**config.mk**
```make
export PLATFORM = sky130hd
export DESIGN_NAME = p20_video_out
export DESIGN_NICKNAME = d
export VERILOG_FILES = /design/src/rtl/p20_video_pkg.sv /design/src/rtl/p20_dino_rom.sv /design/src/rtl/p20_video_out.sv
export SDC_FILE = /design/constraint.sdc
export NUM_CORES = 1
export LEC_CHECK = 0
export BUFFER_PORTS_ARGS = -buffer_cell sky130_fd_sc_hd__clkbuf_2
export CAP_MARGIN = 20
export CORE_MARGIN = 1.5
export CORE_UTILIZATION = 40
export DETAILED_ROUTE_END_ITERATION = 8
export GPL_TIMING_DRIVEN = 0
export PLACE_DENSITY = 0.65
export SYNTH_ARGS = -nofsm -noshare
export SYNTH_HDL_FRONTEND = slang
export SYNTH_HIERARCHICAL = 1
export SYNTH_SLANG_ARGS = --single-unit
```
**constraint.sdc**
```tcl
create_clock -name clk -period 7.72 [get_ports clk]
set_input_delay 0 -clock clk [delete_from_list [all_inputs] [get_ports clk]]
set_output_delay 0 -clock clk [all_outputs]
set_load 0.05 [all_outputs]
```
**src/rtl/p20_video_pkg.sv**
```systemverilog
// Shared constants and pipeline payload types for the dino game pixel renderer.
package p20_video_pkg;

    localparam int unsigned ADDR_W      = 10;
    localparam int unsigned RGB_W       = 6;
    localparam int unsigned DINO_H_W    = 7;
    localparam int unsigned ROW_W       = 4;

    localparam int unsigned H_VISIBLE   = 640;
    localparam int unsigned V_VISIBLE   = 480;
    localparam int unsigned TICK_ROW    = 480;

    localparam int unsigned SPRITE_W    = 16;
    localparam int unsigned SPRITE_H    = 16;
    localparam int unsigned SCALE_SHIFT = 1;

    localparam int unsigned OBS_W       = 16;
    localparam int unsigned OBS_H       = 32;

    localparam logic [RGB_W-1:0] COL_DINO   = 6'b010101;
    localparam logic [RGB_W-1:0] COL_OBS    = 6'b001000;
    localparam logic [RGB_W-1:0] COL_GROUND = 6'b101010;
    localparam logic [RGB_W-1:0] COL_BG     = 6'b111111;

    // Per-pixel classification carried from stage 1 to stage 2.
    typedef struct packed {
        logic             vis;
        logic             dino;
        logic             obs;
        logic             ground;
        logic [ROW_W-1:0] row;
        logic [ROW_W-1:0] col;
    } pix_flags_t;

endpackage

```
**src/rtl/p20_dino_rom.sv**
```systemverilog
// 16x16 1bpp dino sprite; bit 15 of each row is the leftmost column.
module p20_dino_rom
    import p20_video_pkg::*;
(
    input  logic [ROW_W-1:0]    row,
    output logic [SPRITE_W-1:0] data
);

    always_comb begin
        data = '0;
        case (row)
            4'h0: data = 16'hC07E;
            4'h1: data = 16'hC0FF;
            4'h2: data = 16'hC0DF;
            4'h3: data = 16'hC0FF;
            4'h4: data = 16'hC0F0;
            4'h5: data = 16'hC0FC;
            4'h6: data = 16'hE1E0;
            4'h7: data = 16'hF3E0;
            4'h8: data = 16'hFFF8;
            4'h9: data = 16'hFFE8;
            4'hA: data = 16'h7FE0;
            4'hB: data = 16'h3FC0;
            4'hC: data = 16'h1F80;
            4'hD: data = 16'h1980;
            4'hE: data = 16'h1100;
            4'hF: data = 16'h1980;
            default: data = '0;
        endcase
    end

endmodule

```
**src/rtl/p20_video_out.sv**
```systemverilog
// Dino game pixel renderer: 2-stage RGB/sync pipeline, frame tick, state shadowing, collision.
// Optional ground texture dashes enabled by defining P20_GROUND_TEXTURE_EN.
module p20_video_out
    import p20_video_pkg::*;
#(
    parameter int unsigned DINO_X      = 64,
    parameter int unsigned GROUND_Y    = 400,
    parameter int unsigned SCROLL_STEP = 4
) (
    input  logic                clk,
    input  logic                sys_rst,
    input  logic [ADDR_W-1:0]   vaddr,
    input  logic [ADDR_W-1:0]   haddr,
    input  logic                hsync_in,
    input  logic                vsync_in,
    input  logic [DINO_H_W-1:0] dino_h,
    input  logic [ADDR_W-1:0]   obs_x,
    input  logic                game_over,
    input  logic                scroll_en,
    output logic [RGB_W-1:0]    rgb,
    output logic                hsync,
    output logic                vsync,
    output logic                frame_tick,
    output logic                collision
);

    localparam int unsigned DINO_W     = SPRITE_W << SCALE_SHIFT;
    localparam int unsigned DINO_BOX_H = SPRITE_H << SCALE_SHIFT;
    localparam int unsigned SW         = ADDR_W + 1;

    logic                 tick_c;
    logic [DINO_H_W-1:0]  dino_h_s;
    logic [ADDR_W-1:0]    obs_x_s;
    logic                 go_s;
    logic                 coll_acc;
    pix_flags_t           s1;
    pix_flags_t           s1_c;
    logic                 hs1;
    logic                 vs1;
    logic signed [SW-1:0] y_s;
    logic signed [SW-1:0] dino_bot;
    logic signed [SW-1:0] dino_top;
    logic                 dash_c;
    logic [SPRITE_W-1:0]  rom_row_c;
    logic                 dino_bit_c;
    logic                 coll_hit_c;
    logic [RGB_W-1:0]     pix_c;
    logic [RGB_W-1:0]     rgb_c;

    assign tick_c = (vaddr == ADDR_W'(TICK_ROW)) && (haddr == '0);

    // Shadowed game state, frame tick and collision reporting.
    always_ff @(posedge clk or posedge sys_rst) begin
        if (sys_rst) begin
            frame_tick <= 1'b0;
            collision  <= 1'b0;
            coll_acc   <= 1'b0;
            dino_h_s   <= '0;
            obs_x_s    <= '1;
            go_s       <= 1'b0;
        end else begin
            frame_tick <= tick_c;
            if (tick_c) begin
                dino_h_s  <= dino_h;
                obs_x_s   <= obs_x;
                go_s      <= game_over;
                collision <= coll_acc;
                coll_acc  <= 1'b0;
            end else if (coll_hit_c) begin
                coll_acc  <= 1'b1;
            end
        end
    end

`ifdef P20_GROUND_TEXTURE_EN
    logic [ADDR_W-1:0] scroll;

    always_ff @(posedge clk or posedge sys_rst) begin
        if (sys_rst) begin
            scroll <= '0;
        end else if (tick_c && scroll_en && !game_over) begin
            scroll <= scroll + ADDR_W'(SCROLL_STEP);
        end
    end

    assign dash_c = ((vaddr == ADDR_W'(GROUND_Y + 4)) || (vaddr == ADDR_W'(GROUND_Y + 5)))
                 && ((((haddr + scroll) >> 3) & ADDR_W'(1)) != '0);
`else
    logic unused_ok;

    assign dash_c    = 1'b0;
    assign unused_ok = &{1'b0, scroll_en, ADDR_W'(SCROLL_STEP)};
`endif

    // Dino box bounds in signed arithmetic so a tall jump cannot wrap.
    assign y_s      = SW'(vaddr);
    assign dino_bot = SW'(GROUND_Y) - SW'(dino_h_s);
    assign dino_top = dino_bot - SW'(DINO_BOX_H);

    // Stage 1 classification.
    always_comb begin
        s1_c        = '0;
        s1_c.vis    = (haddr < ADDR_W'(H_VISIBLE)) && (vaddr < ADDR_W'(V_VISIBLE));
        s1_c.dino   = (haddr >= ADDR_W'(DINO_X)) && (haddr < ADDR_W'(DINO_X + DINO_W))
                   && (y_s >= dino_top) && (y_s < dino_bot);
        s1_c.obs    = (obs_x_s < ADDR_W'(H_VISIBLE))
                   && ({1'b0, haddr} >= {1'b0, obs_x_s})
                   && ({1'b0, haddr} < ({1'b0, obs_x_s} + SW'(OBS_W)))
                   && (vaddr >= ADDR_W'(GROUND_Y - OBS_H))
                   && (vaddr < ADDR_W'(GROUND_Y));
        s1_c.ground = (vaddr == ADDR_W'(GROUND_Y)) || (vaddr == ADDR_W'(GROUND_Y + 1)) || dash_c;
        s1_c.row    = ROW_W'(SW'(y_s - dino_top) >> SCALE_SHIFT);
        s1_c.col    = ROW_W'((haddr - ADDR_W'(DINO_X)) >> SCALE_SHIFT);
    end

    p20_dino_rom u_rom (
        .row  (s1.row),
        .data (rom_row_c)
    );

    // Stage 2: sprite bit select and colour priority.
    assign dino_bit_c = rom_row_c[~s1.col];
    assign coll_hit_c = s1.vis && s1.dino && dino_bit_c && s1.obs;

    always_comb begin
        pix_c = COL_BG;
        if (s1.dino && dino_bit_c) begin
            pix_c = COL_DINO;
        end else if (s1.obs) begin
            pix_c = COL_OBS;
        end else if (s1.ground) begin
            pix_c = COL_GROUND;
        end
        rgb_c = s1.vis ? (pix_c ^ {RGB_W{go_s}}) : '0;
    end

    // Pixel and sync pipeline, kept in lockstep.
    always_ff @(posedge clk or posedge sys_rst) begin
        if (sys_rst) begin
            s1    <= '0;
            hs1   <= 1'b1;
            vs1   <= 1'b1;
            rgb   <= '0;
            hsync <= 1'b1;
            vsync <= 1'b1;
        end else begin
            s1    <= s1_c;
            hs1   <= hsync_in;
            vs1   <= vsync_in;
            rgb   <= rgb_c;
            hsync <= hs1;
            vsync <= vs1;
        end
    end

endmodule

```
# Word-level counts from Yosys, hierarchy flattened
# Memory sizes are Yosys's and may differ from the RTL's.
# Index checks and enable logic that the tools add are counted.
[op_classes] n_addsub=5 magnitude_cmp=12 eq_ne=3 n_mux=8 n_bitwise=2 reduce_logical=16
[op_table] cell="$eq A10 B9 Y1 const B" n=3
[op_table] cell="$lt A10 B10 Y1 const B" n=2
[op_table] cell="$lt A10 B9 Y1 const B" n=2
[op_table] cell="$mux W6" n=3
[op_table] cell="$logic_and A1 B1 Y1" n=13
[op_table] cell="$add A10 B5 Y11 const B" n=1
[op_table] cell="$ge A11 B11 Y1" n=1
[op_table] cell="$lt A10 B11 Y1" n=1
[op_table] cell="$lt A11 B10 Y1" n=1
[op_table] cell="$sub A10 B7 Y11 const B" n=1
[op_table] cell="$ge A10 B10 Y1" n=1
[op_table] cell="$ge A10 B7 Y1 const B" n=1
[op_table] cell="$ge A10 B9 Y1 const B" n=1
[op_table] cell="$logic_not A10 Y1" n=1
[op_table] cell="$lt A10 B7 Y1 const B" n=1
[op_table] cell="$sub A9 B7 Y10 const A" n=1
[op_table] cell="$xor A6 B6 Y6" n=1
[op_table] cell="$lt A4 B5 Y1 const B" n=1
[op_table] cell="$mux W5" n=1
[op_table] cell="$sub A5 B1 Y5 const B" n=1
[op_table] cell="$sub A5 B5 Y5" n=1
[op_table] cell="$bmux W1 S4" n=1
[op_table] cell="$not A4 Y4" n=1
[op_table] cell="$mux W1" n=3
[op_table] cell="2 further kinds" n=2
[word_totals] regBits=43 romBits=256 inputBits=43 out_inout_bits=10 wordCells=64 n_memories=1
[memory_table] name="(name not given)" words=16 width=16 read_ports=1 rd_ports_with_merged_regs=0 wr=0 line_no="p20_dino_rom.sv:11" rtl="case (row)"

# Longest topological paths before layout
# Gate-level depths: netlist (run 1).
[depth] depth_word=7 ltp_mapped=11 ltp_nobuf=11

# By module
# Netlist (run 1), hierarchy kept.
[modules_own_cells] module="p20_video_out" n_inst=1 cells_per_inst=252 area_each_um2=2557.5 seq_area_each_um2=1018.5
[modules_own_cells] module="p20_dino_rom" n_inst=1 cells_per_inst=27 area_each_um2=173.9 seq_area_each_um2=0.0

# Worst setup path before layout (run 1)
# OpenSTA, ideal clock, no wires.
[synth_timing] path_type="register to register" startpoint="register dino_h_s[0]" endpoint="register s1[10] (netlist name)" setup_time_ns=0.149 arrival_time_ns=2.281 t_required_ns=7.571 path_slack_ns=5.290 stages_incl_launch_ff=11 n_path_buf=0 period_less_slack_ns=2.430 cell_sequence="dfrtp_1 > inv_1 > ha_1 > nand2_1 > a21oi_1 > xor2_1 > xnor2_1 > ha_1 > a21o_1 > a2111oi_0 > a221oi_2"
[synth_lines] item="from (decl)" line_no="p20_video_out.sv:32" rtl="logic [DINO_H_W-1:0] dino_h_s;"
[synth_lines] item="from (signal assigned)" line_no="p20_video_out.sv:64" rtl="dino_h_s <= dino_h;"
[synth_lines] item="to (signal assigned)" line_no="p20_video_out.sv:140" rtl="s1 <= '0;"
[synth_lines] item="to (signal assigned)" line_no="p20_video_out.sv:147" rtl="s1 <= s1_c;"
[synth_lines] item="to (decl)" line_no="p20_video_out.sv:36" rtl="pix_flags_t s1;"

==> results.sh, run 1 <==
export IMPL_run_status="complete, but fails checks"
export IMPL_violations="design-rule violations"
export IMPL_ys_types=54
export IMPL_worst_setup_path_end_kind="register"
export IMPL_htreeDepth=2
export IMPL_groute_layer_met3_usage=0.0298
export IMPL_max_cap_violation_count=0
export IMPL_largest_fanout_on_the_critical_path=3
export IMPL_crit_path_start_kind="register"
export IMPL_clk_transition_reported_paths_ps=80
export IMPL_static_leakage_power_nw=1.74
export IMPL_grt_pass1_wl_um=10600
export IMPL_cts_repair_timing_setup_buffer_count=0
export IMPL_hold_path_class="primary input to register"
export IMPL_antenna_violations_before_repair=0
export IMPL_buffer_ports_inserted=51
export IMPL_grt_start_max_net_pins=41
export IMPL_place_congestion=0.918
export IMPL_slew_headroom=0.454
export IMPL_crit_type="register to register"
export IMPL_io_pins=53
export IMPL_cts_sinks=40
export IMPL_start_util=0.423
export IMPL_postSynth_asyncResetShare=1.00
export IMPL_track_usage=0.182
export IMPL_vias=2295
export IMPL_grtUsageMet1=0.232
export IMPL_busiest_layer="met2"
export IMPL_antenna_cells_inserted=0
export IMPL_timing_max_transition_violations_final=0
export IMPL_grt_pass1_vias=2374
export IMPL_worstMarginPinSlew_ps=819
export IMPL_core_region_area_um2=6460
export IMPL_ys_warn_count=6
export IMPL_number_of_buffers_on_the_longest_clock_path=2
export IMPL_finalNetCount=435
export IMPL_route_detailed_wl_per_inst_um=13.9
export IMPL_post_synth_inst_count=279
export IMPL_post_route_drc_count=2
export IMPL_fin_skew_ps=5.02
export IMPL_seq_area_um2=1020
export IMPL_drt_pass1_iterations=6
export IMPL_setup_repair_after_global_routing_missed_its_margin="false"
export IMPL_die_width_um=85.6
export IMPL_wl_um=6140
export IMPL_synth_edf_count=0
export IMPL_setup_total_negative_slack_ps=0
export IMPL_fmax_ghz=0.369
export IMPL_core_rowCount=29
export IMPL_clock_latency_ps=300
export IMPL_hold_violations=0
export IMPL_cts_hold_buf=26
export IMPL_number_of_gates_given_a_new_drive_strength_after_cts=0
export IMPL_synth_nets=351
export IMPL_cts_root_buffer="clkbuf_8"
export IMPL_area_growth_syn_to_layout_pct=26.6
export IMPL_detail_route_antenna_nets=0
export IMPL_setup_violations=0
export IMPL_synth_avg_cell_area_um2=9.79
export IMPL_postLayoutCoreUtil=0.535
export IMPL_chipHeight_um=85.6
export IMPL_crit_arrival_ps=2860
export IMPL_viasPerCell=5.20
export IMPL_synthesis_area_um2=2730
export IMPL_worstPathRequired_ps=7880
export IMPL_total_congestion_overflow=0
export IMPL_power_ir_vdd_worst_v=0.0000836
export IMPL_synthesized_flop_and_latch_total=40
export IMPL_share_of_post_route_cells_with_drive_strength_above_1=0.280
export IMPL_ys_seq_area_frac=0.373
export IMPL_number_of_buffers_created_by_cts=5
export IMPL_timing_final_crit_period_ps=2710
export IMPL_power_density_nw_per_um2=142
export IMPL_floorplan_die_area_um2=7330
export IMPL_grt_met2_usage=0.324
export IMPL_fin_total_pwr_mw=0.490
export IMPL_multi_input_comb_area_um2=1570
export IMPL_dr_first_iter_drc_count=85
export IMPL_min_period_over_period=0.351
export IMPL_synthFlopType="dfrtp_1"
export IMPL_place_hpwl_um=4740
export IMPL_cts_tree="done"
export IMPL_fillCellCount=597
==> placed cells by master, fill, tap and decap left out, types with 3 or more instances in the layout <==
master and n:
a211oi_1 4, a21o_1 6, a21oi_1 6, a31oi_1 3
buf_2 4, buf_4 3, clkbuf_1 3, clkbuf_2 51
clkbuf_8 5, dfrtp_1 26, dfstp_2 14, dlygate4sd3_1 26
ha_1 28, inv_1 19, mux2_2 7, mux2i_1 8
nand2_1 23, nand2b_1 8, nand3_1 5, nand3b_1 3
nand4_1 3, nor2_1 17, nor2b_1 4, nor3_1 5
nor4_1 3, o21ai_0 24, xnor2_1 9, xor2_1 4
==> final timing paths <==
path                                         start                      end  slack (ps)  cells past startpoint
min reg2reg                          hs1$_DFF_PP1_          hsync$_DFF_PP1_         360                      0
max reg2reg                dino_h_s[0]$_DFFE_PP0P_         s1[10]$_DFF_PP0_        5010                     10
min                                       vaddr[4]          s1[8]$_DFF_PP0_          20                      2
max                        dino_h_s[0]$_DFFE_PP0P_         s1[10]$_DFF_PP0_        5010                     10
max in group asynchronous                  sys_rst  dino_h_s[2]$_DFFE_PP0P_        6800                      3
min in group asynchronous                  sys_rst         s1[11]$_DFF_PP0_         410                      3
==> through the flow <==
stage / instances / hold WS (ps) / cell area [µm²] / setup WS [ps]
2_1_floorplan: 279 / 4.48 / 2730 / 5290
3_3_place_gp: 407 / 89.6 / 3080 / 5050
3_5_place_dp: 407 / 90.0 / 3080 / 5010
4_1_cts: 441 / 11.9 / 3460 / 5010
5_1_grt: 441 / 21.1 / 3460 / 4850
6_report: 441 / 18.1 / 3460 / 5010
==> routing by layer <==
layer	up-vias	wire length, µm
li1	1160	-
met1	1090	2760
met2	38	3110
met3	7	185
met4	0	81
met5	-	0
==> cells in the mapped netlist (6+ instances only) <==
library cell / n / share of area
inv_1: 20 / 0.027
nand2b_1: 8 / 0.018
o21ai_0: 24 / 0.044
a21oi_1: 6 / 0.011
dfrtp_1: 26 / 0.24
nor2_1: 17 / 0.023
mux2_2: 7 / 0.029
a21o_1: 6 / 0.016
dfstp_2: 14 / 0.13
ha_1: 28 / 0.13
xnor2_1: 9 / 0.029
nand2_1: 23 / 0.032
mux2i_1: 8 / 0.029
==> registers in the layout, indices dropped and copies added (netlist names) <==
| name | flops |
|---|---|
| vs1 | 1 |
| hsync | 1 |
| coll_acc | 1 |
| vsync | 1 |
| obs_x_s | 10 |
| frame_tick | 1 |
| dino_h_s | 7 |
| collision | 1 |
| rgb | 3 |
| hs1 | 1 |
| go_s | 1 |
| s1 | 12 |
==> layout make-up <==
class                   count  area share
multi-input cells         208       0.455
flip-flops and latches     40       0.295
repair buffers             77       0.149
well taps                  77      0.0279
inverters                  20      0.0217
clock buffers               5      0.0199
plain buffers              11      0.0188
clock inverters             3      0.0134
==> critical path, stage by stage (launching register included) <==
cell and delay [ps]:
dfrtp_1 410, inv_1 130, ha_1 200, nand2_1 100, a21oi_1 190, xor2_1 300
xnor2_1 170, ha_1 270, a21o_1 180, a2111oi_0 510, a221oi_2 110
==> cell families (layout without fill, tap and decap cells) <==
group                      Yosys count  in the layout  share of synthesized area
AOI/OAI and AO/OA                   62             62                      0.155
muxes                               17             17                     0.0747
adders and majority gates           30             30                      0.140
DFF                                 40             40                      0.373
buffers and inverters               31            116                     0.0513
and+or+nand+nor                     86             86                      0.164
xor gates and xnor gates            13             13                     0.0417
==> report_power, final <==
part	total (mW)	leakage (nW)	switching, mW	internal, mW
Combinational	0.0923	1.22	0.0482	0.0442
Sequential	0.221	0.465	0.00447	0.216
Clock	0.177	0.0548	0.0797	0.0974
(Power assumes the default switching activity.)
==> run 2: changes to the inputs <==
clock period = 2.5 ns   (was 7.72 ns; I/O delays follow)
==> run 2 against run 1 <==
Effect of this change:
- the flow still finishes with violations (design-rule violations)
- via count is 2.1% higher
- wire length is 3.5% higher
- critical path depth stayed put
- combinational power grew to 3.2 times the previous value
- sequential power grew to 3.1 times the previous value
- maximum frequency is 12% higher
- global-route usage is 0.13 points higher
- utilization is 1.1 points higher
- final cell count is 0.45% higher
- sequential cell count stayed put
- clock skew hardly changed
- critical path type unchanged
- highest routed layer unchanged
==> results.sh, run 2 (synthesized netlist as in run 1, its figures left out) <==
export IMPL_clock_latency_ps=300
export IMPL_min_period_over_period=0.965
export IMPL_area_growth_syn_to_layout_pct=29.3
export IMPL_crit_path_start_kind="register"
export IMPL_largest_register="s1"
export IMPL_total_congestion_overflow=0
export IMPL_place_hpwl_um=4740
export IMPL_reg_largest_list="s1 (12), obs_x_s (10), dino_h_s (7)"
export IMPL_cts_tree="done"
export IMPL_wl_um=6350
export IMPL_power_ir_vdd_worst_v=0.000258
export IMPL_worst_path_max_delay_cell="dfrtp_1"
export IMPL_hold_violations=0
export IMPL_antenna_cells_inserted=0
export IMPL_number_of_buffers_created_by_cts=5
export IMPL_largest_reg_flops=12
export IMPL_fin_worst_hold_slack_ps=16.2
export IMPL_top_signal_layer_used="met4"
export IMPL_track_usage=0.184
export IMPL_worstMarginPinSlew_ps=820
export IMPL_buffer_ports_inserted=51
export IMPL_max_cap_violation_count=0
export IMPL_route_detailed_wl_per_inst_um=14.3
export IMPL_cts_sinks=40
export IMPL_run_status="complete, but fails checks"
export IMPL_core_region_area_um2=6460
export IMPL_finish_cell_count_without_fillers=443
export IMPL_grt_pass1_wl_um=10700
export IMPL_start_util=0.423
export IMPL_mostFrequentLayoutCells="51 x clkbuf_2, 27 x ha_1, 26 x dfrtp_1, 26 x dlygate4sd3_1, 23 x nand2_1"
export IMPL_fmax_ghz=0.414
export IMPL_fin_total_pwr_mw=1.52
export IMPL_place_inst=407
export IMPL_cp_buffers_inverters=2
export IMPL_htreeDepth=2
export IMPL_clk_transition_reported_paths_ps=80
export IMPL_critical_path_cell_chain="inv_2, ha_4, inv_2, ha_1, nor2b_2, nor3_2, o21ai_1, a22o_1, maj3_2, a221oi_2"
export IMPL_die_width_um=85.6
export IMPL_setup_total_negative_slack_ps=0
export IMPL_core_rowCount=29
export IMPL_critical_path_max_stage_delay_ps=390
export IMPL_static_leakage_power_nw=1.76
export IMPL_viasPerCell=5.29
export IMPL_share_of_post_route_cells_with_drive_strength_above_1=0.311
export IMPL_io_pins=53
export IMPL_fin_skew_ps=4.63
export IMPL_crit_type="register to register"
export IMPL_grt_pass1_vias=2386
export IMPL_final_common_cell="clkbuf_2"
export IMPL_detailroute_wirelength_met2_um=3240
export IMPL_cts_root_buffer="clkbuf_8"
export IMPL_post_route_drc_count=2
export IMPL_setup_violations=0
export IMPL_grt_start_max_net_pins=41
export IMPL_hold_path_class="primary input to register"
export IMPL_drt_pass1_iterations=6
export IMPL_number_of_buffers_on_the_longest_clock_path=2
export IMPL_wl_met1_um=2840
export IMPL_dr_first_iter_drc_count=82
export IMPL_floorplan_die_area_um2=7330
export IMPL_worst_setup_path_end_kind="register"
export IMPL_vias=2343
export IMPL_slew_headroom=0.452
export IMPL_route_met3_wl_um=184
export IMPL_largest_fanout_on_the_critical_path=3
export IMPL_detail_route_antenna_nets=0
export IMPL_detailedPlace_worstSlack_ps=-208
export IMPL_critical_path_most_common_cell="inv_2"
export IMPL_final_critical_path_setup_slack_ps=86.3
export IMPL_worstPathRequired_ps=2700
export IMPL_power_density_nw_per_um2=431
export IMPL_finalNetCount=437
export IMPL_chipHeight_um=85.6
export IMPL_crit_arrival_ps=2610
export IMPL_timing_max_transition_violations_final=0
export IMPL_worst_path_dominant_cell_family="adder cells"
export IMPL_violations="design-rule violations"
export IMPL_antenna_violations_before_repair=0
export IMPL_place_congestion=0.918
export IMPL_timing_final_crit_period_ps=2410
## run 2: cell types whose count changed in the layout (fill, tap and decap cells not counted), sizes merged
| cell | previous run | this run |
|---|---|---|
| buf | 8 | 10 |
## run 2: worst paths after layout
path / end / startpoint / depth (start not counted) / slack [ps]
setup / recovery: s1[10]$_DFF_PP0_ / dino_h_s[0]$_DFFE_PP0P_ / 10 / 90
hold / removal: s1[8]$_DFF_PP0_ / vaddr[4] / 2 / 20
setup reg to reg: s1[10]$_DFF_PP0_ / dino_h_s[0]$_DFFE_PP0P_ / 10 / 90
hold reg to reg: hsync$_DFF_PP1_ / hs1$_DFF_PP1_ / 0 / 360
max in group asynchronous: dino_h_s[5]$_DFFE_PP0P_ / sys_rst / 3 / 1570
min in group asynchronous: s1[11]$_DFF_PP0_ / sys_rst / 3 / 410
## run 2: worst register-to-register path, cell delays in order, from the launching register on
cell and delay (ps):
dfrtp_1 390, inv_2 70, ha_4 270, inv_2 40, ha_1 280, nor2b_2 170
nor3_2 210, o21ai_1 90, a22o_1 190, maj3_2 310, a221oi_2 290
## run 2: cell type report
| class | instances | area [µm²] |
|---|---|---|
| clock buffer | 5 | 68.8 |
| buffer | 11 | 65.1 |
| inverter | 20 | 75.1 |
| multi-input combinational | 208 | 1630 |
| tap | 77 | 96.3 |
| fill | 594 | 2930 |
| timing repair buffer | 79 | 531 |
| clock inverter | 3 | 46.3 |
| sequential | 40 | 1020 |
## run 2: per-stage QoR
stage          cell area [µm²]  utilization
2_1_floorplan             2730            -
3_3_place_gp              3080        0.477
3_5_place_dp              3080        0.477
4_1_cts                   3480        0.538
5_1_grt                   3530        0.547
6_report                  3530        0.547
## run 2: power by group
group	total (mW)	internal, mW	switching, mW
clock	0.546	0.301	0.246
sequential	0.681	0.667	0.0138
combinational	0.293	0.140	0.153
## run 2: metal layers
metal | vias up | GRT usage
met5 | - | 0
met4 | 0 | 0.0440
met3 | 7 | 0.0298
met2 | 42 | 0.328
met1 | 1126 | 0.232
li1 | 1168 | -
## run 2: what timing repair did
action,CTS,global route
cloned,0,0
hold endpoints to repair,51,0
gates resized for setup,6,9
pin swaps,1,5
buffers inserted,0,2
setup endpoints to repair,1,1
hold buffers,26,0
